File: src/rtl/midi_msg_assembler.sv
// Assembles MIDI channel-voice messages with running status; real-time bytes pass through, SysEx and orphan data are dropped.
// One-cycle registered latency, no backpressure; optional channel filter enabled by defining MIDI_CHAN_FILTER_EN.
module midi_msg_assembler #(
  parameter int DROP_CNT_W = 8
) (
  input  logic                  clk,
  input  logic                  rst_n,
  input  logic                  in_valid,
  input  logic [7:0]            in_data,
  input  logic [3:0]            filt_chan,
  output logic                  msg_valid,
  output logic [7:0]            msg_status,
  output logic [6:0]            msg_d1,
  output logic [6:0]            msg_d2,
  output logic                  rt_valid,
  output logic [7:0]            rt_byte,
  output logic [DROP_CNT_W-1:0] drop_cnt
);

  typedef enum logic [1:0] {IDLE, WAIT_D1, WAIT_D2, SYSEX} stateT;

  stateT      state;
  logic [7:0] runStatus;
  logic [6:0] d1Latch;
  logic       oneByteType;
  logic       chanMatch;

  // Program change and channel pressure carry a single data byte.
  assign oneByteType = (runStatus[7:4] == 4'hC) || (runStatus[7:4] == 4'hD);

`ifdef MIDI_CHAN_FILTER_EN
  assign chanMatch = (runStatus[3:0] == filt_chan);
`else
  logic unusedFiltChan;
  assign unusedFiltChan = ^filt_chan;
  assign chanMatch      = 1'b1;
`endif

  always_ff @(posedge clk) begin
    if (!rst_n) begin
      state      <= IDLE;
      runStatus  <= '0;
      d1Latch    <= '0;
      msg_valid  <= 1'b0;
      msg_status <= '0;
      msg_d1     <= '0;
      msg_d2     <= '0;
      rt_valid   <= 1'b0;
      rt_byte    <= '0;
      drop_cnt   <= '0;
    end else begin
      msg_valid <= 1'b0;
      rt_valid  <= 1'b0;
      if (in_valid) begin
        if (in_data >= 8'hF8) begin
          // Real-time bytes leave parser state untouched.
          rt_valid <= 1'b1;
          rt_byte  <= in_data;
        end else if (!in_data[7]) begin
          case (state)
            WAIT_D1: begin
              if (oneByteType) begin
                if (chanMatch) begin
                  msg_valid  <= 1'b1;
                  msg_status <= runStatus;
                  msg_d1     <= in_data[6:0];
                  msg_d2     <= '0;
                end
              end else begin
                d1Latch <= in_data[6:0];
                state   <= WAIT_D2;
              end
            end
            WAIT_D2: begin
              if (chanMatch) begin
                msg_valid  <= 1'b1;
                msg_status <= runStatus;
                msg_d1     <= d1Latch;
                msg_d2     <= in_data[6:0];
              end
              state <= WAIT_D1;
            end
            default: begin
              if (drop_cnt != '1) drop_cnt <= drop_cnt + DROP_CNT_W'(1);
            end
          endcase
        end else if (in_data < 8'hF0) begin
          runStatus <= in_data;
          state     <= WAIT_D1;
        end else if (in_data == 8'hF0) begin
          runStatus <= '0;
          state     <= SYSEX;
        end else begin
          runStatus <= '0;
          state     <= IDLE;
        end
      end
    end
  end

endmodule

File: config.mk
export PLATFORM = sky130hd
export DESIGN_NAME = midi_msg_assembler
export DESIGN_NICKNAME = d
export VERILOG_FILES = /design/src/rtl/midi_msg_assembler.sv
export SDC_FILE = /design/constraint.sdc
export NUM_CORES = 1
export LEC_CHECK = 0
export CORE_UTILIZATION = 49
export DETAILED_ROUTE_END_ITERATION = 16
export MAX_ROUTING_LAYER = met4
export PLACE_DENSITY = 0.79
export SLEW_MARGIN = 30
export SYNTH_ARGS = -nofsm -noshare
export SYNTH_HDL_FRONTEND = slang
export SYNTH_SLANG_ARGS = --single-unit
File: constraint.sdc
create_clock -name clk -period 1.7 [get_ports clk]
set_input_delay 0.17 -clock clk [delete_from_list [all_inputs] [get_ports clk]]
set_output_delay 0.17 -clock clk [all_outputs]
set_load 0.01 [all_outputs]
==> results.yml, run 1 <==
timing:
  setup_viol: 0
  relSlewSlack_pct: 78.5
  slew_viol_final: 0
  fin_worst_skew_ns: 0.00375
  period_minus_slack_ns: 1.59
  hold_viol: 0
  rsz0062_at_grt: "false"
  finalSetupTns_ns: 0
  tightest_slew_ns: 0.322
  fmaxAchievable_mhz: 630
  fin_crit_sh_pct: 93.4
worst_setup_path:
  worstSetupPathType: "register to register"
  cp.arrival_ns: 1.87
  end_kind: "register"
  start_kind: "register"
  cp_max_fo: 5
  critPathRequiredTime_ns: 1.98
detailed_routing:
  first_iter_violations: 177
  vias: 2032
  route.detailed.drc: 0
  ant_nets: 0
  firstDrtPassIters: 6
  viasPerCell: 5.43
  wire_per_inst_um: 13.9
  wl_um: 5200
logic_synthesis:
  synthCells: 254
  async_flop_share_pct: 0
  ys_seq_elements: 57
  synth-edff-count: 0
  ys_seq_area_share_pct: 48.8
  syn_nets: 272
  syn-cell-area_sq_um: 2340
  yosysWarnings: 0
  synthFlopType: "dfxtp_1"
  synth_cell_types: 38
  syn_area_per_cell_sq_um: 9.21
final_layout:
  final_cell_area_sq_um: 3160
  drive_gt1_share_pct: 14.0
  antennaDiodeCount: 0
  post-route-util_pct: 70.7
  layout.nets: 337
  final_common_cell: "dfxtp_1"
  seq_area_sq_um: 1140
  fillers: 353
  final_cell_mix: "57 x dfxtp_1, 50 x clkdlybuf4s50_1, 43 x nor2_1, 32 x nand2_1, 21 x mux2i_1"
  multiInputGateArea_sq_um: 1100
  syn_to_final_growth_pct: 35.2
pwr:
  p_leak_nw: 1.17
  peakVddDrop_mv: 0.685
  p_total_mw: 2.71
  power_density_nw_per_um2: 857
worst_hold_path:
  hold_path_class: "register to register"
die:
  ios: 55
  die_x_um: 71.1
  core_sq_um: 4470
  rows: 24
  chipHeight_um: 71.1
  start_util_pct: 52.3
  fp.dieArea_sq_um: 5060
placement:
  hpwl_um: 3590
  gp_congestion: 0.772
  placed_area_sq_um: 3000
  placement.io_buffers: 50
cts:
  cts_hold_buf: 0
  clk_latency_ns: 0.34
  cts_tree: "built"
  htree_levels: 3
  clk_pin_slew_ns: 0.06
  root_buffer: "clkbuf_8"
  numCtsBuffers: 9
  clock-sinks: 57
  postCtsSetupRepairBufs: 0
  cts_buffer_depth: 2
grt:
  grt_max_degree: 30
  track_usage_pct: 22.9
  grt_pass1_wl_um: 8460
  grt_pass1_vias: 1824
  overflow: 0
  antenna_found_initial: 0
outcome:
  status: "finished, final reports clean"
flow_run:
  max_cap_violations: 0
[flip-flops by register name (all words and copies together) (netlist names), 2 cells and up]
name / flops
d1Latch: 7
drop_cnt: 8
msg_d1: 7
msg_d2: 7
msg_status: 8
rt_byte: 8
runStatus: 8
state: 2
[report_power, final]
| part | total, mW | switching (mW) | internal, mW | leakage (nW) |
|---|---|---|---|---|
| registers | 1.38 | 0.0186 | 1.36 | 0.461 |
| logic | 0.258 | 0.137 | 0.121 | 0.628 |
| clock network | 1.07 | 0.479 | 0.593 | 0.0826 |
[layer usage]
metal	wire length, um	track usage [%]	up-vias
li1	-	-	1017
met5	0	-	-
met3	213	5.84	9
met1	2470	28.7	965
met4	116	13.3	0
met2	2400	33.5	41
[synthesized netlist by cell type, types with 2 or more instances]
cell | instances | area (sq um)
o211a_1 | 2 | 20.0
clkbuf_1 | 7 | 26.3
a21oi_1 | 17 | 85.1
o211ai_1 | 5 | 37.5
nor2_1 | 43 | 161
and3_1 | 4 | 25.0
a211oi_2 | 5 | 62.6
nand2_1 | 32 | 120
xor2_1 | 4 | 35.0
a22oi_1 | 7 | 52.6
nand3_1 | 4 | 20.0
inv_1 | 3 | 11.3
dfxtp_1 | 57 | 1140
buf_4 | 4 | 30.0
nand4_1 | 10 | 62.6
ha_1 | 3 | 37.5
or4_1 | 2 | 15.0
buf_2 | 4 | 20.0
a211oi_1 | 2 | 15.0
mux2i_1 | 21 | 210
[area by class of cell]
class                      instances  share of cell area (%)
clock buffer                      14                    5.14
sequential                        57                    36.1
multi-input combinational        177                    34.9
timing repair buffer              70                    21.4
tap                               52                    2.06
inverter                           4                   0.474
[final timing paths]
path	cells after the start	to	startpoint	slack, ns
setup / recovery	6	drop_cnt[7]$_SDFFE_PN0P_	state[0]$_SDFFE_PN0P_	0.11
hold / removal	2	msg_status[6]$_SDFFE_PN0P_	msg_status[6]$_SDFFE_PN0P_	0.45
setup reg to reg	6	drop_cnt[7]$_SDFFE_PN0P_	state[0]$_SDFFE_PN0P_	0.11
hold reg to reg	2	msg_status[6]$_SDFFE_PN0P_	msg_status[6]$_SDFFE_PN0P_	0.45
[critical path, stage by stage, from the launching register on]
cell and delay, ns:
dfxtp_1 0.35, inv_1 0.06, ha_1 0.29, and3b_2 0.26
o211ai_4 0.11, or4_1 0.40, nand2_1 0.07
[cell families (layout without fill, tap and decap cells)]
| family | Yosys count | after routing | synth area share, % |
|---|---|---|---|
| buffers and inverters | 20 | 88 | 4.12 |
| AO/OA/AOI/OAI | 44 | 44 | 14.0 |
| adder cells (fa/ha/maj) | 3 | 3 | 1.60 |
| flip-flops | 57 | 57 | 48.8 |
| AND/OR/NAND/NOR | 105 | 105 | 21.0 |
| multiplexers | 21 | 21 | 8.98 |
| XOR/XNOR | 4 | 4 | 1.50 |
[repair_timing]
action                     4_1_cts  5_1_grt
setup endpoints to repair        0        2
resized for setup                0        1
hold endpoints to repair         0        0
[per-stage QoR]
stage	setup WS, ns	hold WS (ns)	instances
finish	0.112	0.451	374
global placement	0.0289	0.442	360
CTS	0.0942	0.452	374
global route	0.00940	0.481	374
detailed placement	-0.000658	0.445	360
floorplan	0.218	0.292	254
(Power assumes the default switching activity.)
==> run 2, diff against run 1 <==
Settings changed: ABC_AREA set to 0.
==> results of run 2 <==
Final layout, timing and power as in run 1 (identical DEF).
